### config.mk
export PLATFORM = sky130hd
export DESIGN_NAME = sync_gry_bin
export DESIGN_NICKNAME = d
export VERILOG_FILES = /design/src/rtl/sync_gry_bin.sv
export SDC_FILE = /design/constraint.sdc
export NUM_CORES = 1
export LEC_CHECK = 0
export CAP_MARGIN = 20
export CORE_ASPECT_RATIO = 0.9
export CORE_UTILIZATION = 45
export CTS_CLUSTER_SIZE = 16
export DETAILED_ROUTE_END_ITERATION = 8
export PLACE_DENSITY = 0.75
export SLEW_MARGIN = 20
export SYNTH_ARGS = -nofsm -noshare
export SYNTH_HDL_FRONTEND = slang
export SYNTH_SLANG_ARGS = --single-unit
### constraint.sdc
create_clock -name i_clk -period 2.8 [get_ports i_clk]
set_clock_uncertainty 0.1 [all_clocks]
set_input_delay 0.42 -clock i_clk [delete_from_list [all_inputs] [get_ports i_clk]]
set_output_delay 0.42 -clock i_clk [all_outputs]
set_load 0.01 [all_outputs]
### src/rtl/sync_gry_bin.sv
// Synchronizes a foreign-domain gray-coded count, decodes it to binary, and reports the per-cycle advance.
// Latency: a stable i_gry change appears on o_bin/o_vld at the (SYNC_STAGES+1)th i_clk edge.
// Backpressure: none; o_vld is a single-cycle strobe that the consumer must take in the same cycle.
//
// Ports:
//   i_clk      destination clock, rising edge
//   i_rst_n    asynchronous active-low reset
//   i_gry      gray-coded value from the source domain (<= 1 bit change per source step)
//   i_err_clr  synchronous clear of o_err (only used when the checker is compiled in)
//   o_bin      registered binary decode of the synchronized gray value
//   o_vld      pulse: o_bin took a new value this cycle
//   o_dlt      o_bin advance modulo 2^DATA_WIDTH, valid with o_vld, held otherwise
//   o_err      sticky flag: synchronized gray moved by more than one bit in one cycle
//
// Build option: define SYNC_GRY_CHK_EN to include the multi-bit transition checker;
// without it o_err is tied low and i_err_clr is ignored.
module sync_gry_bin #(
  parameter int DATA_WIDTH  = 4,
  parameter int SYNC_STAGES = 2
) (
  input  logic                  i_clk,
  input  logic                  i_rst_n,
  input  logic [DATA_WIDTH-1:0] i_gry,
  input  logic                  i_err_clr,
  output logic [DATA_WIDTH-1:0] o_bin,
  output logic                  o_vld,
  output logic [DATA_WIDTH-1:0] o_dlt,
  output logic                  o_err
);

  localparam int LAST = SYNC_STAGES - 1;

  // Fewer than two stages gives no metastability settling time.
  if (SYNC_STAGES < 2) begin : g_bad_stages
    $error("sync_gry_bin: SYNC_STAGES must be >= 2");
  end

  // Plain flop chain; no logic may sit between stages.
  logic [DATA_WIDTH-1:0] sync_q [SYNC_STAGES];

  always_ff @(posedge i_clk or negedge i_rst_n) begin
    if (!i_rst_n) begin
      for (int k = 0; k < SYNC_STAGES; k++) begin
        sync_q[k] <= '0;
      end
    end else begin
      sync_q[0] <= i_gry;
      for (int k = 1; k < SYNC_STAGES; k++) begin
        sync_q[k] <= sync_q[k-1];
      end
    end
  end

  // Gray to binary: each binary bit is the XOR of all gray bits at or above it.
  logic [DATA_WIDTH-1:0] bin_d;

  always_comb begin
    bin_d             = '0;
    bin_d[DATA_WIDTH-1] = sync_q[LAST][DATA_WIDTH-1];
    for (int i = DATA_WIDTH - 2; i >= 0; i--) begin
      bin_d[i] = bin_d[i+1] ^ sync_q[LAST][i];
    end
  end

  logic [DATA_WIDTH-1:0] bin_q;
  logic                  vld_q;
  logic [DATA_WIDTH-1:0] dlt_q;
  logic                  vld_d;
  logic [DATA_WIDTH-1:0] dlt_d;

  // Subtraction wraps naturally, so 15 -> 0 reads as an advance of 1.
  assign vld_d = (bin_d != bin_q);
  assign dlt_d = bin_d - bin_q;

  always_ff @(posedge i_clk or negedge i_rst_n) begin
    if (!i_rst_n) begin
      bin_q <= '0;
      vld_q <= 1'b0;
      dlt_q <= '0;
    end else begin
      bin_q <= bin_d;
      vld_q <= vld_d;
      // Delta is held when nothing moved so it stays readable after the strobe.
      if (vld_d) begin
        dlt_q <= dlt_d;
      end
    end
  end

  assign o_bin = bin_q;
  assign o_vld = vld_q;
  assign o_dlt = dlt_q;

`ifdef SYNC_GRY_CHK_EN
  logic [DATA_WIDTH-1:0] prev_q;
  logic                  err_q;
  logic                  viol;
  logic                  err_d;

  assign viol  = ($countones(sync_q[LAST] ^ prev_q) > 1);
  // A fresh violation in the same cycle as a clear keeps the flag set.
  assign err_d = viol | (err_q & ~i_err_clr);

  always_ff @(posedge i_clk or negedge i_rst_n) begin
    if (!i_rst_n) begin
      prev_q <= '0;
      err_q  <= 1'b0;
    end else begin
      prev_q <= sync_q[LAST];
      err_q  <= err_d;
    end
  end

  assign o_err = err_q;
`else
  logic unused_err_clr;
  assign unused_err_clr = i_err_clr;
  assign o_err          = 1'b0;
`endif

endmodule
==> out/metrics.csv, run 1 <==
stage,metric,value,unit
status,status,"finished, final reports clean",
placed_design,Routability Congestion,0.668,
global_route,remaining global-route overflow,0,
setup_path,cells along the critical path,xor2_1 > xnor2_1 > xor2_1 > ha_1 > inv_1 > fa_1 > xor2_1 > mux2_4,
setup_path,Critical Path AT,2.41,ns
global_route,antenna violations before repair,0,
yosys,synthesized instance count,46,
setup_path,CP startpoint,bin_d[3]$_DFF_PN0_,
yosys,Yosys reg bits,17,
setup_path,critical path capture point type,flip-flop,
routing,# DRC,0,
timing,final setup fails,0,
die,chip height,38.4,um
routing,wire per inst,11.0,um
timing,Slew headroom,51.0,%
run,max_cap viols,0,
cts,Max clock buf depth,2,
pwr,Static Leak,0.000387,uW
cells_and_area,share of layout cells above drive strength 1,12.7,%
cts,CTS resizes,0,
cts,# hold bufs at CTS,0,
cts,setup bufs post-CTS,0,
cts,clock slew at reported path FFs,0.09,ns
routing,Routed WL,844,um
setup_path,CP max stage cell,dfrtp_1,
setup_path,Crit path max-delay family,XOR/XNOR gates,
yosys,"Cell Area, Synth",661,um^2
timing,post-layout min period,2.32,ns
pwr,maximum VDD drop,0.000396,V
yosys,YS warnings,0,
setup_path,Worst Path Buf+Inv,1,
routing,Pre-antenna DRT Iters,4,
cts,clk_lat worst skew,0.29,ns
placed_design,Port-buffer cells,14,
timing,Hold WS,0.255,ns
die,core area,1290,um^2
yosys,top post-synthesis cells by area,"dfrtp_1 64%, ha_1 5.7%, mux2_4 4.5%, xnor2_1 4.0%, xor2_1 4.0%",
global_route,vias in the first global route,359,
cells_and_area,Antenna Cells,0,
setup_path,crit-path max cell delay,0.42,ns
setup_path,Critical Path RT,2.88,ns
routing,remaining antenna violation count,0,
setup_path,CP max FO,3,
setup_path,R2R depth,8,
die,row count,12,
die,Top Ports,17,
timing,Slew @ Worst Pin,0.732,ns
cts,H-Tree Depth,1,
timing,sum of negative setup slack,0,ns
timing,Final Hold Fails,0,
die,Die W,42.4,um
setup_path,crit path capture,o_dlt[2]$_DFFE_PN0N_,
global_route,largest net degree at the start of global routing,18,
pwr,Cell Pwr Density,776,nW/um^2
yosys,sequential-to-total area share from yosys stat,64.4,%
timing,period utilisation layout,83.0,%
routing,Initial DRC Count,4,
global_route,first-pass GRT wire length,1500,um
cts,clk sink count,17,
timing,fmax,430,MHz
die,initial core utilization,51.2,%
cts,TritonCTS buffer count,3,
die,die area,1630,um^2
setup_path,Reg2Reg Capture Point,o_dlt[2]$_DFFE_PN0N_,
setup_path,Crit path top cell by count,xor2_1,
setup_path,R2R Path Start,bin_d[3]$_DFF_PN0_,
routing,Via density,4.78,
setup_path,reg2reg setup slack,0.48,ns
setup_path,Worst Setup Path Type,reg -> reg,
global_route,Total GRT Usage,14.2,%
cells_and_area,nets,75,
cts,CTS tree,done,
timing,RSZ-0062 raised after global routing,false,
yosys,top-area cell type share of the netlist area,64.4,%
routing,DR vias,368,
yosys,total nets after synthesis,57,
setup_path,CP startpoint kind,flip-flop,
yosys,Synth cell types,18,
setup_path,Stages on worst setup path,8,
hold_path,worst min path class,reg -> reg,
yosys,"area leader, netlist",dfrtp_1,
placed_design,Post-DP HPWL,664,um
timing,fin. max-slew vios,0,
cts,root buffer cell,clkbuf_4,
yosys,Avg Inst Size Synth,14.4,um^2
cells_and_area,Layout area overhead,27.3,%
synth_stat cells (all sizes together):
| cell type | count |
|---|---|
| a21oi | 1 |
| a2bb2oi | 1 |
| buf | 1 |
| conb | 1 |
| dfrtp | 17 |
| fa | 1 |
| ha | 3 |
| inv | 6 |
| mux2 | 2 |
| nand2 | 1 |
| nand2b | 1 |
| nand3 | 2 |
| nand3b | 1 |
| o21a | 1 |
| o21ai | 1 |
| xnor2 | 3 |
| xor2 | 3 |
area by class of cell:
class | count | area, um^2
Fill cell | 100 | 450
Sequential cell | 17 | 425
Multi-Input combinational cell | 22 | 205
Timing Repair Buffer | 14 | 140
Clock buffer | 3 | 22.5
Inverter | 6 | 22.5
Tap cell | 14 | 17.5
Clock inverter | 1 | 7.51
where the power goes:
| group | internal, uW | leakage, uW | switching [uW] |
|---|---|---|---|
| clock network | 54.4 | 0.0000139 | 76.5 |
| registers | 287 | 0.000195 | 22.2 |
| logic | 126 | 0.000178 | 86.9 |
flip-flops by register name, indices dropped and copies added (netlist names):
name and flops:
o_bin 4, o_vld 1, bin_d 1, sync_q 7, o_dlt 4
per-stage QoR:
stage          total power [uW]  instances  setup slack, ns  util [%]  instance area [um^2]
2_1_floorplan               429         46            0.614         -                   661
3_5_place_dp                532         73            0.453      62.8                   811
3_3_place_gp                522         73            0.504      62.8                   811
6_report                    652         77            0.477      65.1                   841
5_1_grt                     701         77            0.333      65.1                   841
4_1_cts                     666         77            0.434      65.1                   841
cells by family after synthesis:
kind of cell / count (synthesis) / share of synthesized area, %
other cells: 1 / 0.568
compound gates: 4 / 3.98
mux: 2 / 4.55
xor+xnor: 6 / 7.96
flops: 17 / 64.4
buf+inv: 7 / 4.55
simple gates: 5 / 5.30
fa+ha+maj: 4 / 8.71
metal layers:
layer	up-vias	routed length (um)	track usage [%]	share of wire, %
met1	169	345	13.1	41
met3	5	67	8.49	7.9
met2	14	403	23.8	48
li1	180	-	-	-
met5	-	0	0	0
met4	0	27	9.38	3.2
worst min-delay path by stage:
| stage | from | end | slack [ns] | cells after the start |
|---|---|---|---|---|
| after floorplan | i_rst_n | bin_d[3]$_DFF_PN0_ | 0.02 | 0 |
| after global placement | sync_q[7]$_DFF_PN0_ | bin_d[3]$_DFF_PN0_ | 0.23 | 0 |
| after detailed placement | sync_q[6]$_DFF_PN0_ | sync_q[2]$_DFF_PN0_ | 0.23 | 0 |
| after CTS | sync_q[6]$_DFF_PN0_ | sync_q[2]$_DFF_PN0_ | 0.26 | 0 |
| after global routing | sync_q[5]$_DFF_PN0_ | sync_q[1]$_DFF_PN0_ | 0.27 | 0 |
| final | sync_q[6]$_DFF_PN0_ | sync_q[2]$_DFF_PN0_ | 0.26 | 0 |
cell usage in the layout (no fill, tap or decap), drive strengths merged:
cell type      instances
nand3                  2
clkdlybuf4s50         14
inv                    6
a2bb2oi                1
o21ai                  1
mux2                   2
xnor2                  3
nand2b                 1
clkinvlp               1
nand2                  1
clkbuf                 3
xor2                   3
dfrtp                 17
ha                     3
conb                   1
o21a                   1
fa                     1
nand3b                 1
a21oi                  1
(Power assumes the default switching activity.)
==> run 2: changes to the inputs <==
==> constraint.sdc (replaced) <==
create_clock -name i_clk -period 2.18 [get_ports i_clk]
set_clock_uncertainty 0.1 [all_clocks]
set_input_delay 0.327 -clock i_clk [delete_from_list [all_inputs] [get_ports i_clk]]
set_output_delay 0.327 -clock i_clk [all_outputs]
set_load 0.01 [all_outputs]
==> out/metrics.csv, run 2 (synthesized netlist as in run 1, its figures left out) <==
stage,metric,value,unit,change
status,status,"finished, final reports clean",,unchanged
setup_path,Crit path max-delay family,XOR/XNOR gates,,unchanged
die,Top Ports,17,,unchanged
global_route,largest net degree at the start of global routing,18,,unchanged
cts,clk sink count,17,,unchanged
die,chip height,38.4,um,unchanged
pwr,sequential power share,45.9,%,was 47.4%
pwr,maximum VDD drop,0.000601,V,was 0.000396 V
cells_and_area,most frequent cells in the layout,"17 x dfrtp_1, 14 x clkdlybuf4s50_1, 7 x buf_4",,"was 17 x dfrtp_1, 14 x clkdlybuf4s50_1, 6 x inv_1"
hold_path,worst min path class,in -> async,,was reg -> reg
routing,DR vias,383,,was 368
global_route,remaining global-route overflow,0,,unchanged
placed_design,Post-DP HPWL,633,um,was 664 um
cells_and_area,Fillers,92,,was 100
cells_and_area,Layout area overhead,38.3,%,was 27.3%
routing,# DRC,0,,unchanged
timing,sum of negative setup slack,0,ns,unchanged
pwr,Clock power frac,19.4,%,was 20.1%
setup_path,cells along the critical path,xor2_2 > xnor2_2 > xor2_1 > ha_2 > inv_2 > fa_2 > xor2_1 > mux2_4,,was xor2_1 > xnor2_1 > xor2_1 > ha_1 > inv_1 > fa_1 > xor2_1 > mux2_4
cts,clock slew at reported path FFs,0.10,ns,was 0.09 ns
setup_path,CP startpoint kind,flip-flop,,unchanged
routing,wire per inst,9.63,um,was 11.0 um
cts,clk_lat worst skew,0.29,ns,about the same
timing,fmax,461,MHz,was 430 MHz
cts,TritonCTS buffer count,3,,unchanged
cts,CTS tree,done,,unchanged
setup_path,reg2reg setup slack,0.009,ns,was 0.48 ns
pwr,Pint,621,uW,was 467 uW
cells_and_area,"commonest non-fill, non-tap cell in the layout",dfrtp_1,,unchanged
placed_design,Area after DPL,858,um^2,was 811 um^2
setup_path,Worst Path Buf+Inv,1,,unchanged
placed_design,Port-buffer cells,14,,unchanged
pwr,Static Leak,0.000425,uW,was 0.000387 uW
global_route,vias in the first global route,361,,was 359
cells_and_area,share of layout cells above drive strength 1,28.6,%,was 12.7%
setup_path,Worst Setup Path Type,reg -> reg,,unchanged
global_route,antenna violations before repair,0,,unchanged
cts,H-Tree Depth,1,,unchanged
timing,Final Hold Fails,0,,unchanged
timing,RSZ-0062 raised after global routing,true,,was false
pwr,Comb pwr share,34.7,%,was 32.6%
cts,Max clock buf depth,2,,unchanged
global_route,first-pass GRT wire length,1460,um,was 1500 um
cts,root buffer cell,clkbuf_4,,unchanged
routing,Initial DRC Count,3,,was 4
timing,final setup fails,0,,unchanged
cells_and_area,max reg flops,7,,unchanged
die,core area,1290,um^2,unchanged
cts,# hold bufs at CTS,0,,unchanged
cells_and_area,cell area after layout,913,um^2,was 841 um^2
setup_path,CP max FO,3,,unchanged
setup_path,Crit path top cell by count,xor2_1,,unchanged
routing,Pre-antenna DRT Iters,2,,was 4
timing,post-layout min period,2.17,ns,was 2.32 ns
setup_path,Critical Path AT,2.25,ns,was 2.41 ns
timing,fin. max-slew vios,0,,unchanged
die,initial core utilization,51.2,%,unchanged
cells_and_area,Antenna Cells,0,,unchanged
placed_design,DP Worst Slack,-0.0235,ns,was 0.453 ns
die,row count,12,,unchanged
cells_and_area,"Most flops, register",sync_q,,unchanged
setup_path,crit-path max cell delay,0.41,ns,was 0.42 ns
routing,remaining antenna violation count,0,,unchanged
run,max_cap viols,0,,unchanged
routing,Routed WL,809,um,was 844 um
pwr,switching part of the total,27.8,%,was 28.5%
setup_path,CP max stage cell,dfrtp_1,,unchanged
routing,Via density,4.56,,was 4.78
timing,fin worst setup slack,0.00852,ns,was 0.477 ns
pwr,Tot Pwr,860,uW,was 652 uW
pwr,Cell Pwr Density,942,nW/um^2,was 776 nW/um^2
timing,period utilisation layout,99.6,%,was 83.0%
placed_design,Routability Congestion,0.663,,was 0.668
global_route,Total GRT Usage,13.3,%,was 14.2%
pwr,Sw Pwr,239,uW,was 186 uW
setup_path,critical path capture point type,flip-flop,,unchanged
die,Die W,42.4,um,unchanged
setup_path,Critical Path RT,2.26,ns,was 2.88 ns
die,die area,1630,um^2,unchanged
cells_and_area,nets,82,,was 75
run 2: repair_timing:
item,4_1_cts,5_1_grt
endpoints found under the hold margin,0,0
buffers inserted,1,2
resized for setup,1,1
pin swaps,4,4
endpoints found under the setup margin,1,2
run 2: per-stage QoR:
stage	std cells	hold slack (ns)	utilization [%]
finish	84	0.244	70.7
global route	84	0.266	70.7
CTS	82	0.235	69.6
detailed placement	77	0.238	66.5
global placement	77	0.233	66.5
floorplan	46	-0.0686	-
run 2: final timing paths:
check                                    start                   end  depth (start not counted)
max                        sync_q[2]$_DFF_PN0_  o_dlt[2]$_DFFE_PN0N_                          8
min                                    i_rst_n    o_bin[2]$_DFF_PN0_                          2
max reg2reg                sync_q[2]$_DFF_PN0_  o_dlt[2]$_DFFE_PN0N_                          8
min reg2reg                sync_q[7]$_DFF_PN0_    bin_d[3]$_DFF_PN0_                          0
max in group asynchronous              i_rst_n  o_dlt[1]$_DFFE_PN0N_                          2
min in group i_clk         sync_q[7]$_DFF_PN0_    bin_d[3]$_DFF_PN0_                          0
run 2: layout make-up:
class	instances	area, um^2	area share [%]
tap	14	17.5	1.92
clock inverter	1	7.51	0.822
sequential	17	425	46.6
inverter	6	22.5	2.47
timing repair buffer	21	193	21.1
multi-input combinational	22	225	24.7
clock buffer	3	22.5	2.47
run 2: power groups by stage:
stage | combinational (uW) | clock [uW] | sequential, uW
global placement | 285 | 0 | 400
floorplan | 133 | 0 | 424
global route | 329 | 188 | 402
CTS | 295 | 180 | 396
detailed placement | 290 | 0 | 402
finish | 299 | 167 | 395
run 2: routing by layer:
metal	global-route usage (%)	share of wire, %	wire (um)
met1	13.6	43	344
met2	21.9	48	389
met3	7.55	9.3	75
met4	7.03	0	0
met5	0	0	0
run 2: worst register-to-register path, stage by stage (launching register included):
cell	delay, ns
dfrtp_1	0.41
xor2_2	0.20
xnor2_2	0.22
xor2_1	0.18
ha_2	0.20
inv_2	0.04
fa_2	0.32
xor2_1	0.15
mux2_4	0.25
